==> src/rtl/keypad_scan4_if.sv <==
// Keypad pin and key-report bundle for keypad_scan4.
// Digit outputs d0..d3 exist only when KEYPAD_DIGIT_SHIFT_EN is defined.
interface keypad_scan4_if;
    logic [3:0] col_n;
    logic [3:0] row_n;
    logic [3:0] key_code;
    logic       key_valid;
    logic       key_held;
`ifdef KEYPAD_DIGIT_SHIFT_EN
    logic [3:0] d0;
    logic [3:0] d1;
    logic [3:0] d2;
    logic [3:0] d3;

    modport master (
        input  col_n,
        output row_n, key_code, key_valid, key_held, d0, d1, d2, d3
    );
    modport slave (
        output col_n,
        input  row_n, key_code, key_valid, key_held, d0, d1, d2, d3
    );
`else
    modport master (
        input  col_n,
        output row_n, key_code, key_valid, key_held
    );
    modport slave (
        output col_n,
        input  row_n, key_code, key_valid, key_held
    );
`endif
endinterface

==> src/rtl/keypad_scan4.sv <==
// 4x4 matrix keypad scanner with frame debounce and hex key reporting.
// Optional digit shift register enabled by KEYPAD_DIGIT_SHIFT_EN.
module keypad_scan4 #(
    parameter int unsigned TICK_DIV        = 200000,
    parameter int unsigned DEBOUNCE_FRAMES = 8
) (
    input  logic           clk,
    input  logic           rst_n,
    keypad_scan4_if.master bus
);
    localparam int unsigned CW = $clog2(TICK_DIV);
    localparam int unsigned DW = $clog2(DEBOUNCE_FRAMES);
    localparam logic [CW-1:0] TICK_LAST  = CW'(TICK_DIV - 1);
    localparam logic [DW-1:0] CNT_MAX    = DW'(DEBOUNCE_FRAMES - 1);
    localparam logic [DW-1:0] CNT_STABLE = DW'(DEBOUNCE_FRAMES - 2);

    typedef enum logic [1:0] {ROW0, ROW1, ROW2, ROW3} row_t;

    row_t          row_q, row_d;
    logic [3:0]    row_drive;
    logic [3:0]    sync1, sync2;
    logic [CW-1:0] tick_cnt;
    logic          tick, frame_end;
    logic [1:0]    acc_cnt, frame_cnt;
    logic [3:0]    acc_code, frame_code;
    logic [4:0]    frame_res, last_res;
    logic [DW-1:0] db_cnt;
    logic          same, stable;
    logic [3:0]    code_q;
    logic          valid_q, held_q;

    function automatic logic [3:0] keymap(input logic [1:0] r, input logic [1:0] c);
        case ({r, c})
            4'h0: keymap = 4'h1;  4'h1: keymap = 4'h2;  4'h2: keymap = 4'h3;  4'h3: keymap = 4'hA;
            4'h4: keymap = 4'h4;  4'h5: keymap = 4'h5;  4'h6: keymap = 4'h6;  4'h7: keymap = 4'hB;
            4'h8: keymap = 4'h7;  4'h9: keymap = 4'h8;  4'hA: keymap = 4'h9;  4'hB: keymap = 4'hC;
            4'hC: keymap = 4'hE;  4'hD: keymap = 4'h0;  4'hE: keymap = 4'hF;  4'hF: keymap = 4'hD;
        endcase
    endfunction

    always_ff @(posedge clk) begin
        if (!rst_n) begin
            sync1 <= '1;
            sync2 <= '1;
        end else begin
            sync1 <= bus.col_n;
            sync2 <= sync1;
        end
    end

    assign tick      = (tick_cnt == TICK_LAST);
    assign frame_end = tick && (row_q == ROW3);

    always_ff @(posedge clk) begin
        if (!rst_n) tick_cnt <= '0;
        else        tick_cnt <= tick ? '0 : tick_cnt + CW'(1);
    end

    // Row scan FSM: state register, next-state, Moore row drive.
    always_ff @(posedge clk) begin
        if (!rst_n) row_q <= ROW0;
        else        row_q <= row_d;
    end

    always_comb begin
        row_d = row_q;
        if (tick) begin
            case (row_q)
                ROW0: row_d = ROW1;
                ROW1: row_d = ROW2;
                ROW2: row_d = ROW3;
                ROW3: row_d = ROW0;
            endcase
        end
    end

    always_comb begin
        row_drive = '1;
        case (row_q)
            ROW0: row_drive = 4'b1110;
            ROW1: row_drive = 4'b1101;
            ROW2: row_drive = 4'b1011;
            ROW3: row_drive = 4'b0111;
        endcase
    end

    // Pressed-cell count saturates at 2; anything but exactly one is NONE.
    always_comb begin
        frame_cnt  = (row_q == ROW0) ? 2'd0 : acc_cnt;
        frame_code = (row_q == ROW0) ? 4'h0 : acc_code;
        for (int unsigned c = 0; c < 4; c++) begin
            if (!sync2[c]) begin
                if (frame_cnt != 2'd2) frame_cnt = frame_cnt + 2'd1;
                frame_code = keymap(row_q, c[1:0]);
            end
        end
    end

    assign frame_res = (frame_cnt == 2'd1) ? {1'b1, frame_code} : 5'h00;
    assign same      = (frame_res == last_res);
    assign stable    = same && (db_cnt == CNT_STABLE);

    always_ff @(posedge clk) begin
        if (!rst_n) begin
            acc_cnt  <= '0;
            acc_code <= '0;
            last_res <= '0;
            db_cnt   <= '0;
        end else if (tick) begin
            acc_cnt  <= frame_cnt;
            acc_code <= frame_code;
            if (row_q == ROW3) begin
                if (same) begin
                    if (db_cnt != CNT_MAX) db_cnt <= db_cnt + DW'(1);
                end else begin
                    db_cnt   <= '0;
                    last_res <= frame_res;
                end
            end
        end
    end

    always_ff @(posedge clk) begin
        if (!rst_n) begin
            code_q  <= '0;
            valid_q <= 1'b0;
            held_q  <= 1'b0;
        end else begin
            valid_q <= 1'b0;
            if (frame_end && stable) begin
                if (frame_res[4] && !held_q) begin
                    code_q  <= frame_res[3:0];
                    held_q  <= 1'b1;
                    valid_q <= 1'b1;
                end else if (!frame_res[4]) begin
                    held_q <= 1'b0;
                end
            end
        end
    end

    assign bus.row_n     = row_drive;
    assign bus.key_code  = code_q;
    assign bus.key_valid = valid_q;
    assign bus.key_held  = held_q;

`ifdef KEYPAD_DIGIT_SHIFT_EN
    logic [3:0] d0_q, d1_q, d2_q, d3_q;

    always_ff @(posedge clk) begin
        if (!rst_n || (valid_q && code_q == 4'hE)) begin
            d0_q <= '0;
            d1_q <= '0;
            d2_q <= '0;
            d3_q <= '0;
        end else if (valid_q) begin
            d3_q <= d2_q;
            d2_q <= d1_q;
            d1_q <= d0_q;
            d0_q <= code_q;
        end
    end

    assign bus.d0 = d0_q;
    assign bus.d1 = d1_q;
    assign bus.d2 = d2_q;
    assign bus.d3 = d3_q;
`endif
endmodule
==> src/flat_wrapper.sv <==
// flat-port wrapper written by rule: the top's interface ports become plain ports
module keypad_scan4_flat 
#(
    parameter int unsigned TICK_DIV        = 200000,
    parameter int unsigned DEBOUNCE_FRAMES = 8
)
  (clk, rst_n, bus_col_n, bus_row_n, bus_key_code, bus_key_valid, bus_key_held);
  keypad_scan4_if bus_i ();
  input  logic clk;
  input  logic rst_n;
  input wire logic [$bits(bus_i.col_n)-1:0] bus_col_n;
  output wire logic [$bits(bus_i.row_n)-1:0] bus_row_n;
  output wire logic [$bits(bus_i.key_code)-1:0] bus_key_code;
  output wire logic [$bits(bus_i.key_valid)-1:0] bus_key_valid;
  output wire logic [$bits(bus_i.key_held)-1:0] bus_key_held;
  assign bus_i.col_n = bus_col_n;
  assign bus_row_n = bus_i.row_n;
  assign bus_key_code = bus_i.key_code;
  assign bus_key_valid = bus_i.key_valid;
  assign bus_key_held = bus_i.key_held;
  keypad_scan4 #(.TICK_DIV(TICK_DIV), .DEBOUNCE_FRAMES(DEBOUNCE_FRAMES)) u_core (.clk(clk), .rst_n(rst_n), .bus(bus_i));
endmodule
==> config.mk <==
export PLATFORM = sky130hd
export DESIGN_NAME = keypad_scan4_flat
export DESIGN_NICKNAME = d
export VERILOG_FILES = /design/src/rtl/keypad_scan4_if.sv /design/src/rtl/keypad_scan4.sv /design/src/flat_wrapper.sv
export SDC_FILE = /design/constraint.sdc
export NUM_CORES = 1
export LEC_CHECK = 0
export ABC_AREA = 1
export ABC_CLOCK_PERIOD_IN_PS = 8600
export BUFFER_PORTS_ARGS = -buffer_cell sky130_fd_sc_hd__buf_2
export CORE_MARGIN = 4
export CORE_UTILIZATION = 52
export CTS_BUF_LIST = sky130_fd_sc_hd__clkbuf_4 sky130_fd_sc_hd__clkbuf_8 sky130_fd_sc_hd__clkbuf_16
export CTS_CLUSTER_DIAMETER = 50
export DETAILED_ROUTE_END_ITERATION = 10
export PLACE_DENSITY_LB_ADDON = 0.08
export SYNTH_ARGS = -nofsm -noshare
export SYNTH_HDL_FRONTEND = slang
export SYNTH_SLANG_ARGS = --single-unit
==> constraint.sdc <==
create_clock -name clk -period 8.6 [get_ports clk]
set_input_delay 2.15 -clock clk [delete_from_list [all_inputs] [get_ports clk]]
set_output_delay 2.15 -clock clk [all_outputs]
set_load 0.005 [all_outputs]
Yosys cells after proc, flatten, opt, wreduce, memory -nomap -nowiden
Cells that the tools add are included.

Add/sub/neg operators: 6. Equal/unequal tests: 14. Mux-type cells: 26. Bitwise gates (word level): 2. Reductions and logical operators: 12.

Operators with widths (count): $pmux W4 S4 (5); $mux W4 (5); $add A18 B1 Y18 const B (1); $eq A18 B18 Y1 const B (1); $mux W2 (9); $ne A2 B2 Y1 const B (6); $add A2 B1 Y2 const B (4); $pmux W2 S4 (1); $mux W3 (2); $reduce_and A2 Y1 (3); $reduce_and A3 Y1 (2); $eq A5 B5 Y1 (1); $mux W5 (1); $eq A2 B1 Y1 const B (2); $eq A2 B2 Y1 const B (2); $logic_and A1 B1 Y1 (4); $add A3 B1 Y3 const B (1); $eq A3 B3 Y1 const B (1); $mux W1 (3); $ne A3 B3 Y1 const B (1); $logic_not A2 Y1 (1); $not A1 Y1 (2); $reduce_or A2 Y1 (1); $logic_not A1 Y1 (1).

Flip-flop bits (word level): 48. Logic and storage cells: 71.

Longest topological paths before layout
Gate-level depths: netlist of the first run.

Word-level depth: 20. Mapped depth: 28. Gate-level depth less buffers: 28.

Least setup slack after synthesis of the first run
OpenSTA, ideal clock, no wires.

Path type: reg-to-reg. Start: register u_core.row_q[0]. End: register u_core.last_res[4]. Library setup time: 113 ps. Data arrival time: 3389 ps. Required time: 8487 ps. Path slack: 5097 ps. Cell stages (with the launch flop): 26. Buffers on the path: 0. Cell sequence: dfxtp_1 -> inv_1 -> ha_1 -> inv_4 -> nand2_2 -> ha_1 -> or2_2 -> nand2_1 -> nand2_1 -> nand3_2 -> nand3_1 -> nand2_1 -> nand2_2 -> and2_1 -> ha_1 -> or2_2 -> nand2_4 -> nand3_2 -> nand2_1 -> nand2_2 -> nor2_4 -> nand2_4 -> nand2_4 -> inv_4 -> nor2_1 -> nor2_1.

Cells in the longest elaborated chain, start to end: 19. Elaborated cells on any way between the ends: 35. Classes of those cells: add/sub: 4; eq/ne: 9; mux: 19; bitwise: 1; reduce/logical: 2.

RTL lines: start, declared (line keypad_scan4.sv:19) `row_t row_q, row_d;`; start signal, assigned (line keypad_scan4.sv:62) `else row_q <= row_d;`; $logic_not A2 Y1 (line keypad_scan4.sv:33, keypad_scan4.sv:89, keypad_scan4.sv:90); $mux W2 (line keypad_scan4.sv:89) `frame_cnt = (row_q == ROW0) ? 2'd0 : acc_cnt;`; $add A2 B1 Y2 / $ne A2 B2 Y1 (equally long branches) (line keypad_scan4.sv:93) `if (frame_cnt != 2'd2) frame_cnt = frame_cnt + 2'd1;`; $mux W2 (line keypad_scan4.sv:93); $mux W2 (line keypad_scan4.sv:92) `if (!sync2[c]) begin`; $add A2 B1 Y2 / $ne A2 B2 Y1 (equally long branches) (line keypad_scan4.sv:93); $mux W2 (line keypad_scan4.sv:93); $mux W2 (line keypad_scan4.sv:92); (+3 left out); $add A2 B1 Y2 / $ne A2 B2 Y1 (equally long branches) (line keypad_scan4.sv:93); $mux W2 (line keypad_scan4.sv:93); $mux W2 (line keypad_scan4.sv:92); $eq A2 B1 Y1 (line keypad_scan4.sv:99) `assign frame_res = (frame_cnt == 2'd1) ? {1'b1, frame_code} : 5'h00;`; $mux W5 (line keypad_scan4.sv:99); $eq A5 B5 Y1 (line keypad_scan4.sv:100) `assign same = (frame_res == last_res);`; $not A1 Y1 (no source line); $reduce_and A3 Y1 (no source line); end signal, assigned (line keypad_scan4.sv:117) `last_res <= frame_res;`; end, declared (line keypad_scan4.sv:26) `logic [4:0] frame_res, last_res;`.

Parallel ways exist; a longest one is shown, timed or not. The select of a mux whose other input is x is not followed. A chain may end at the register's enable or synchronous reset.

Worst setup path after layout of the first run
Start: register u_core.row_q[0]. End: register u_core.last_res[3].

Same word-level chain as after synthesis.

==> flow_summary.ini, run 1 <==
[cts]
path_clk_slew_ns = 0.09
post_cts_buffers = 0
clockRootBuffer = clkbuf_8
cts_resized = 0
clockBufferDepth = 2
htreeDepth = 2
clk_latency_ns = 0.30
cts_tree = yes
clkSinkCount = 48
holdBufCountCts = 0
numCtsBuffers = 5

[grt]
grt_pass1_wl_um = 9259
grt_usage_pct = 17.95
antenna_found_initial = 0
grt_pass1_vias = 2087
gr-total-overflow = 0
grt_max_degree = 24

[sta]
worst_pin_slew_ns = 0.7632
period_share_pct = 44.02
skew_ns = 0.009389
report.final.slew_viol_count = 0
fin_tns_setup_ns = 0
min_period_ns = 3.786
rsz0062_at_grt = false
hold_viol_final = 0
fmax_ghz = 0.2642
setup_viol_count_final = 0
slew_headroom_pct = 49.00

[synthesis]
netlist_top_cells_area = dfxtp_1, nand2_1, nor2_1, inv_1, ha_1
yosysTopAreaCell = dfxtp_1
syn_avg_cell_area_um2 = 7.305
synth_edf_count = 0
netlist_area_um2 = 2754
syn_nets = 397
synth_top_area_share_pct = 34.89
ys_seq_area_share_pct = 34.89
ys.flop_type = dfxtp_1
netlist_instances = 377
yosys_warnings = 0
ys_ff_latch = 48
synthArstFlopShare_pct = 0
synth.distinct_cells = 38

[floorplan]
die_area_um2 = 6525
core-area_um2 = 5107
ioPinCount = 16
initial_utilization_pct = 53.92
die_h_um = 80.78
die_w_um = 80.78
rows = 26

[critical_path]
r2r-end = u_core.last_res[3]
start_kind = register
worst_ep_arrival_time_ns = 4.03
r2r_slack_ns = 4.81
cp.required_ns = 8.84
r2r_cells = 26
critPathKind = register to register
r2r-start = u_core.row_q[0]
critPathCaptureType = register
crit_path_max_fanout = 10

[detailed_routing]
viasPerCell = 4.935
wl_per_cell_um = 11.16
totalWireLength_um = 5169
postRouteAntennaNets = 0
drt_iter0_markers = 82
dr.pass1.iters = 4
num_vias = 2285
post-route-drc-count = 0

[final_layout]
fin_area_um2 = 2968
final_cell_mix = nand2_1, nor2_1, dfxtp_1
area_delta_synth_final_pct = 7.769
n_antenna_cell = 0
final_layout_size_suffix_gt1_share_pct = 19.34
layout_commonest_cell = nand2_1
final_nets = 412

[placed_design]
place_hpwl_um = 3904
place.gp.congestion = 0.8901
placed_cell_area_um2 = 2875
port_buffers = 15

[pwr]
p_per_area_nw_per_um2 = 136.4
p_clk_share_pct = 34.2
pwr-share-comb_pct = 9.4
switching_power_mw = 0.1023
p_seq_share_pct = 56.4
p_int_mw = 0.3025
ir_drop_mv = 0.1231
p_sw_share_pct = 25.27
p_leak_nw = 1.293

[min_path]
worstHoldStart = u_core.sync1[1]
hold_class = register to register
holdPathStages = 1
timing.hold.worst_endpoint = u_core.sync2[1]

[job]
cap_violations = 0

[outcome]
outcome = complete, no violations
[power groups by stage]
stage,combinational [mW],clock (mW),sequential (mW)
floorplan,0.0338,0,0.232
global placement,0.0380,0,0.233
detailed placement,0.0383,0,0.233
CTS,0.0385,0.143,0.228
global route,0.0431,0.154,0.229
finish,0.0380,0.139,0.228
[final cells by class]
class | instances | area (um^2)
clock buffer | 7 | 83.83
fill | 518 | 2140
sequential | 48 | 960.9
inverter | 54 | 207.7
multi-input combinational | 268 | 1544
clock inverter | 1 | 8.758
timing repair buffer | 15 | 75.07
tap | 70 | 87.58
[metal layers]
layer	wire length, um	vias to the layer above	GRT usage [%]
met1	2650	1010	23.96
li1	-	1230	-
met4	55	0	4.899
met3	176	7	3.991
met2	2287	38	29.30
met5	0	-	0
[synth_stat cells (all sizes together), types with 2 or more instances]
cell type  number
a21oi          15
a31oi           3
buf             2
clkbuf          5
dfxtp          48
ha             14
inv            54
nand2          86
nand3          23
nand4           8
nor2           60
nor3            8
nor3b           5
nor4            3
o21ai          19
o22ai           3
or2            12
xor2            3
[flip-flops by register name (all words and copies together), names as in the netlist]
signal	flops
u_core.tick_cnt	18
u_core.last_res	5
u_core.acc_code	4
u_core.bus.key_code	4
u_core.sync1	4
u_core.sync2	4
u_core.db_cnt	3
u_core.acc_cnt	2
u_core.row_q	2
u_core.bus.key_held	1
u_core.bus.key_valid	1
[worst max path at each step]
stage / start / end / slack (ns) / depth (start not counted)
final: u_core.row_q[0] / u_core.last_res[3] / 4.81 / 26
after global routing: u_core.row_q[0] / u_core.last_res[0] / 4.42 / 26
after CTS: u_core.row_q[0] / u_core.last_res[3] / 4.80 / 26
after detailed placement: u_core.row_q[0] / u_core.last_res[3] / 4.83 / 26
after global placement: u_core.row_q[0] / u_core.last_res[3] / 4.92 / 26
after floorplan: u_core.row_q[0] / u_core.last_res[4] / 5.10 / 25
[stage by stage]
| stage | total power [mW] | instances | hold slack [ns] | util, % | worst slack, ns |
|---|---|---|---|---|---|
| after CTS | 0.4101 | 463 | 0.4191 | 58.11 | 4.802 |
| after global routing | 0.4254 | 463 | 0.4352 | 58.11 | 4.418 |
| after global placement | 0.2715 | 455 | 0.3956 | 56.30 | 4.920 |
| after floorplan | 0.2655 | 377 | 0.3925 | - | 5.097 |
| final | 0.4048 | 463 | 0.4173 | 58.11 | 4.814 |
| after detailed placement | 0.2718 | 455 | 0.3980 | 56.30 | 4.831 |
[worst max-delay path, stage by stage, from the launching register on]
cell and delay (ns):
dfxtp_1 0.42, inv_1 0.13, ha_1 0.28, inv_4 0.14, nand2_2 0.07, ha_1 0.30
or2_2 0.29, nand2_1 0.07, nand2_1 0.05, nand3_2 0.06, nand3_1 0.06, nand2_1 0.08
nand2_2 0.05, and2_1 0.15, ha_1 0.27, or2_2 0.32, nand2_4 0.14, nand3_2 0.08
nand2_1 0.09, nand2_2 0.06, nor2_4 0.15, nand2_4 0.09, nand2_4 0.09, inv_4 0.06
nand2_1 0.07, nand2_1 0.05, nor2_1 0.09
[logic make-up after synthesis]
kind of cell,count (synthesis),synth area share [%]
AND/OR/NAND/NOR,207,39.80
buffers and inverters,61,9.041
flip-flops,48,34.89
AO/OA/AOI/OAI,43,8.633
adder cells (fa/ha/maj),14,6.361
XOR/XNOR,4,1.272
(Power assumes the default switching activity.)
==> inputs of run 2 (changes only) <==
ABC_AREA = 0   (was 1)
ABC_CLOCK_PERIOD_IN_PS = 3300   (was 8600)
clock period = 3.3 ns   (was 8.6 ns; I/O delays follow)
==> run 2 against run 1 <==
Power grew to 2.5 times the previous value. Clock power rose to 2.5 times the previous value. First-iteration DRC count rose by 26%. Critical endpoint is now u_core.last_res[1].
==> flow_summary.ini, run 2 <==
[cts]
path_clk_slew_ns = 0.09
clockBufferDepth = 2
clkSinkCount = 48
numCtsBuffers = 5
holdBufCountCts = 0
htreeDepth = 2
clk_latency_ns = 0.30
cts_tree = yes
clockRootBuffer = clkbuf_8

[detailed_routing]
totalWireLength_um = 5576
wl_per_cell_um = 13.87
postRouteAntennaNets = 0
viasPerCell = 5.376
num_vias = 2161
dr.pass1.iters = 4
drt_iter0_markers = 103
post-route-drc-count = 0

[sta]
setup_viol_count_final = 0
report.final.slew_viol_count = 0
worst_pin_slew_ns = 0.6528
period_share_pct = 98.90
slew_headroom_pct = 56.48
fin_tns_setup_ns = 0
skew_ns = 0.007893
hold_viol_final = 0
rsz0062_at_grt = true
whs_ns = 0.4134
min_period_ns = 3.264
fmax_ghz = 0.3064

[synthesis]
synth.most_common_cell = dfxtp_1
ys_seq_area_share_pct = 35.38
yosysTopAreaCell = dfxtp_1
synth_top_area_share_pct = 35.38
synthArstFlopShare_pct = 0
netlist_top_cells_area = dfxtp_1, ha_1, nand2_1, mux2i_1, xor2_1
netlist_instances = 312
ys_ff_latch = 48
syn_avg_cell_area_um2 = 8.706
yosys_warnings = 0
syn_nets = 332
ys.flop_type = dfxtp_1
synth_edf_count = 0
netlist_area_um2 = 2716
synthTopCellsByCount = dfxtp_1, nand2_1, nor2_1
synth.distinct_cells = 60

[critical_path]
critPathKind = register to register
r2r-start = u_core.row_q[0]
start_kind = register
crit_path_max_fanout = 8
r2r_cells = 19
r2r-end = u_core.last_res[1]
path_cells = inv_4 -> ha_4 -> inv_6 -> nand2_4 -> ha_4 -> inv_2 -> o21ai_2 -> xnor2_1 -> nand2_1 -> mux2i_1 -> o21ai_1 -> ha_1 -> nor2_2 -> and2_4 -> or2_4 -> and3_4 -> a211oi_4 -> buf_6 -> mux2i_1
critPathCaptureType = register
slowest_stage = dfxtp_4
critPathMaxStageDelay_ns = 0.39
r2r_slack_ns = 0.04
worst_ep_arrival_time_ns = 3.50
cp.required_ns = 3.53

[grt]
grt_max_degree = 43
antenna_found_initial = 0
gr-total-overflow = 0
grt_usage_pct = 18.83
grt_pass1_wl_um = 9584
grt_pass1_vias = 2029

[min_path]
holdPathStages = 1
worstHoldStart = u_core.sync1[1]
hold_class = register to register
timing.hold.worst_endpoint = u_core.sync2[1]

[floorplan]
die_w_um = 80.28
ioPinCount = 16
die_area_um2 = 6444
core-area_um2 = 5075
die_h_um = 80.28
initial_utilization_pct = 53.53
rows = 26

[final_layout]
largest_register_ff_count = 18
layout_commonest_cell = dfxtp_1
area_delta_synth_final_pct = 13.27
regMostFlops = u_core.tick_cnt
final_cell_mix = dfxtp_1, nand2_1, nor2_1
n_antenna_cell = 0
reg_top3 = u_core.tick_cnt (18), u_core.last_res (5)
fin_area_um2 = 3077
final_nets = 351
final_cell_count_no_fill = 402
final_layout_size_suffix_gt1_share_pct = 20.18

[placed_design]
place_inst = 389
place_hpwl_um = 3959
place.gp.congestion = 0.8713
placed_cell_area_um2 = 2932
port_buffers = 15

[pwr]
p_per_area_nw_per_um2 = 334.2
ir_drop_mv = 0.2309
p_leak_nw = 1.267

[job]
cap_violations = 0

[outcome]
outcome = complete, no violations
run 2: cell count changes after synthesis, moves of 9 or more:
cell,change
nand2_1,-31
or2_2,-9
xor2_1,+9
nand2b_1,+11
mux2i_1,+11
inv_1,-35
xnor2_1,+10
a21oi_1,-11
nor2_1,-26
run 2: critical path, delay by kind of cell, from the launching register on:
kind,cells,cell delay [ns]
buffers and inverters,4,0.32
XOR/XNOR,1,0.13
flip-flops,1,0.39
AO/OA/AOI/OAI,3,0.50
adder cells (fa/ha/maj),3,0.76
AND/OR/NAND/NOR,6,0.78
multiplexers,2,0.31
run 2: per-layer routing:
layer / vias to the layer above / part of all wire (%) / track usage (%)
met2: 35 / 47 / 29.39
met1: 996 / 48 / 25.09
met5: - / 0 / 0
li1: 1122 / - / -
met3: 8 / 3.6 / 5.157
met4: 0 / 1.1 / 6.081
run 2: layout make-up:
class	count	area, um^2
tap	70	87.58
inverter	13	58.81
multi-input combinational	235	1699
clock inverter	3	17.52
timing repair buffer	28	176.4
sequential	48	968.4
clock buffer	5	68.82
fill	492	1998
run 2: worst max path at each step:
stage                         start                 end  slack, ns  cells past startpoint
floorplan           u_core.row_q[0]  u_core.last_res[0]      0.003                     20
global placement    u_core.row_q[0]  u_core.last_res[4]       0.16                     19
detailed placement  u_core.row_q[0]  u_core.last_res[3]       0.07                     19
CTS                 u_core.row_q[0]  u_core.last_res[1]       0.04                     19
global route        u_core.row_q[0]  u_core.last_res[1]      -0.15                     19
finish              u_core.row_q[0]  u_core.last_res[1]       0.04                     19
run 2: repair_timing:
| action | 4_1_cts | 5_1_grt |
|---|---|---|
| setup buffers | 0 | 5 |
| resized for setup | 0 | 6 |
| setup endpoints to repair | 0 | 13 |
run 2: report_power, final:
part           switching, mW  total (mW)  internal, mW
Clock                  0.204       0.352         0.148
Combinational         0.0456      0.0815        0.0359
Sequential           0.00966       0.594         0.585
run 2: cells by family after synthesis:
| family | after synthesis | share of synthesized area, % |
|---|---|---|
| AO/OA/AOI/OAI | 48 | 13.91 |
| XOR/XNOR | 23 | 7.416 |
| adder cells (fa/ha/maj) | 14 | 6.449 |
| buffers and inverters | 29 | 4.882 |
| flip-flops | 48 | 35.38 |
| multiplexers | 11 | 4.054 |
| AND/OR/NAND/NOR | 139 | 27.91 |
run 2: per-stage QoR:
step                util [%]  setup WS (ns)  power [mW]
global placement       57.77         0.1599      0.6845
CTS                    59.47        0.04400       1.040
global route           60.63        -0.1527       1.070
detailed placement     57.77        0.06816      0.6856
finish                 60.63        0.03618       1.028
floorplan                  -       0.003152      0.6722
==> inputs of run 3 (changes only) <==
--- a/config.mk
+++ b/config.mk
@@ -8,3 +8,2 @@
 export ABC_AREA = 0
-export ABC_CLOCK_PERIOD_IN_PS = 3300
 export BUFFER_PORTS_ARGS = -buffer_cell sky130_fd_sc_hd__buf_2
@@ -16,2 +15,3 @@
 export PLACE_DENSITY_LB_ADDON = 0.08
+export SLEW_MARGIN = 10
 export SYNTH_ARGS = -nofsm -noshare
==> constraint.sdc (replaced) <==
create_clock -name clk -period 3.3 [get_ports clk]
set_input_delay 0.33 -clock clk [delete_from_list [all_inputs] [get_ports clk]]
set_output_delay 0.33 -clock clk [all_outputs]
set_load 0.005 [all_outputs]
==> run 3 against run 2 <==
Fmax decreased by 0.68%. Worst setup slack worse by 0.022 ns. Critical endpoint is now u_core.last_res[3]. Global-route usage shrank 0.16 points. Clock power rose by 35%. Design area up 1.2%. Hold slack worse by 0.21 ns. Highest routed layer unchanged. Routed wire length shrank 1.7%. Critical path depth decreased by 2. First-iteration DRC count up 5.8%. Via count shrank 1.2%. Register-to-register slack lost 0.02 ns.
==> flow_summary.ini, run 3 (synthesis gave the netlist of run 2 again) <==
[placed_design]
place.gp.congestion = 0.8891
placed_cell_area_um2 = 2939
place_inst = 390
place_hpwl_um = 3975
place_ws_ns = 0.07235
port_buffers = 15

[grt]
grt_pass1_wl_um = 9591
antenna_found_initial = 0
gr-total-overflow = 0
grt_pass1_vias = 2048
grt_max_degree = 43
grt_usage_pct = 18.68

[sta]
fmax_ghz = 0.3043
worst_pin_slew_ns = 0.5712
report.final.slew_viol_count = 0
fin_ws_ns = 0.01387
whs_ns = 0.2048
hold_viol_final = 0
slew_headroom_pct = 61.92
min_period_ns = 3.286
fin_tns_setup_ns = 0
rsz0062_at_grt = true
period_share_pct = 99.58
setup_viol_count_final = 0
skew_ns = 0.009458

[critical_path]
crit_path_max_fanout = 5
start_kind = register
critPathCaptureType = register
worst_ep_arrival_time_ns = 3.52
cp.required_ns = 3.53
critPathKind = register to register

[detailed_routing]
num_vias = 2134
viasPerCell = 5.308
dr.pass1.iters = 4
postRouteAntennaNets = 0
drt_iter0_markers = 109
totalWireLength_um = 5480
post-route-drc-count = 0
wl_per_cell_um = 13.63

[final_layout]
n_antenna_cell = 0
fin_area_um2 = 3113
area_delta_synth_final_pct = 14.60
final_cell_count_no_fill = 402
largest_register_ff_count = 18
final_cell_mix = dfxtp_1, nand2_1, nor2_1
layout_commonest_cell = dfxtp_1
final_nets = 351
regMostFlops = u_core.tick_cnt
final_layout_size_suffix_gt1_share_pct = 20.48
fill_cells = 484
postLayoutCoreUtil_pct = 61.34
reg_top3 = u_core.tick_cnt (18), u_core.last_res (5)

[pwr]
pwr-share-comb_pct = 7.1
p_clk_share_pct = 41.3
p_sw_share_pct = 21.73
switching_power_mw = 0.2502
p_seq_share_pct = 51.6
ir_drop_mv = 0.2353
finalPower_mw = 1.151
p_per_area_nw_per_um2 = 369.9
p_leak_nw = 1.274
p_int_mw = 0.9011

[floorplan]
core-area_um2 = 5075
die_area_um2 = 6444
die_h_um = 80.28
ioPinCount = 16
die_w_um = 80.28
initial_utilization_pct = 53.53
rows = 26

[cts]
path_clk_slew_ns = 0.09
clk_latency_ns = 0.30
htreeDepth = 2
clockBufferDepth = 2
numCtsBuffers = 5
cts_tree = yes
clkSinkCount = 48
clockRootBuffer = clkbuf_8

[outcome]
outcome = complete, no violations

[job]
cap_violations = 0

[min_path]
hold_class = input port to register
[run 3: cell count changes in the layout (fill, tap and decap cells not counted)]
cell / delta
nand2_2: +1
clkbuf_16: +1
clkbuf_4: +1
buf_4: -1
o41ai_2: -1
nand2_4: -1
and3_2: +1
o21ai_2: +1
clkinv_2: -1
o41ai_1: +1
bufinv_16: +1
clkinv_1: -1
o21ai_1: -1
inv_6: -1
[run 3: timing repair]
action | 4_1_cts | 5_1_grt
hold buffers | 0 | 0
setup buffers | 0 | 3
setup endpoints to repair | 0 | 13
resized for setup | 0 | 5
[run 3: final timing paths]
kind,startpoint,end,slack [ns],cells past startpoint
worst min-delay path,bus_col_n[3],u_core.sync1[3],0.20,2
worst max-delay path,u_core.row_q[0],u_core.last_res[3],0.01,17
worst min register to register,u_core.sync1[1],u_core.sync2[1],0.41,1
worst max register to register,u_core.row_q[0],u_core.last_res[3],0.01,17
[run 3: power by group through the flow]
stage	logic (mW)	clock network [mW]	registers [mW]
2_1_floorplan	0.0709	0	0.601
3_3_place_gp	0.0773	0	0.607
3_5_place_dp	0.0785	0	0.607
4_1_cts	0.0788	0.493	0.594
5_1_grt	0.0914	0.513	0.596
6_report	0.0820	0.475	0.594
[run 3: layout make-up]
class | instances | area (um^2) | share of cell area, %
clock buffers | 7 | 101.3 | 3.256
well taps | 70 | 87.58 | 2.814
repair buffers | 27 | 168.9 | 5.426
inverters | 13 | 58.81 | 1.889
multi-input cells | 236 | 1698 | 54.54
clock inverters | 1 | 30.03 | 0.9646
flip-flops and latches | 48 | 968.4 | 31.11
[run 3: worst max-delay path, stage by stage (launching register included)]
cell      delay, ns
dfxtp_4        0.39
inv_4          0.05
ha_4           0.17
inv_6          0.07
nand2_2        0.07
ha_4           0.25
nor2b_1        0.14
xnor2_1        0.14
o221ai_1       0.17
and2_1         0.19
ha_1           0.29
nor2_2         0.05
and2_4         0.17
or2_4          0.23
and3_4         0.21
a211oi_4       0.30
buf_6          0.16
mux2i_1        0.17
[run 3: routing by layer]
metal	wire [um]	GRT usage (%)
met5	0	0
met4	57	4.561
met3	174	3.700
met2	2571	29.55
met1	2676	26.02
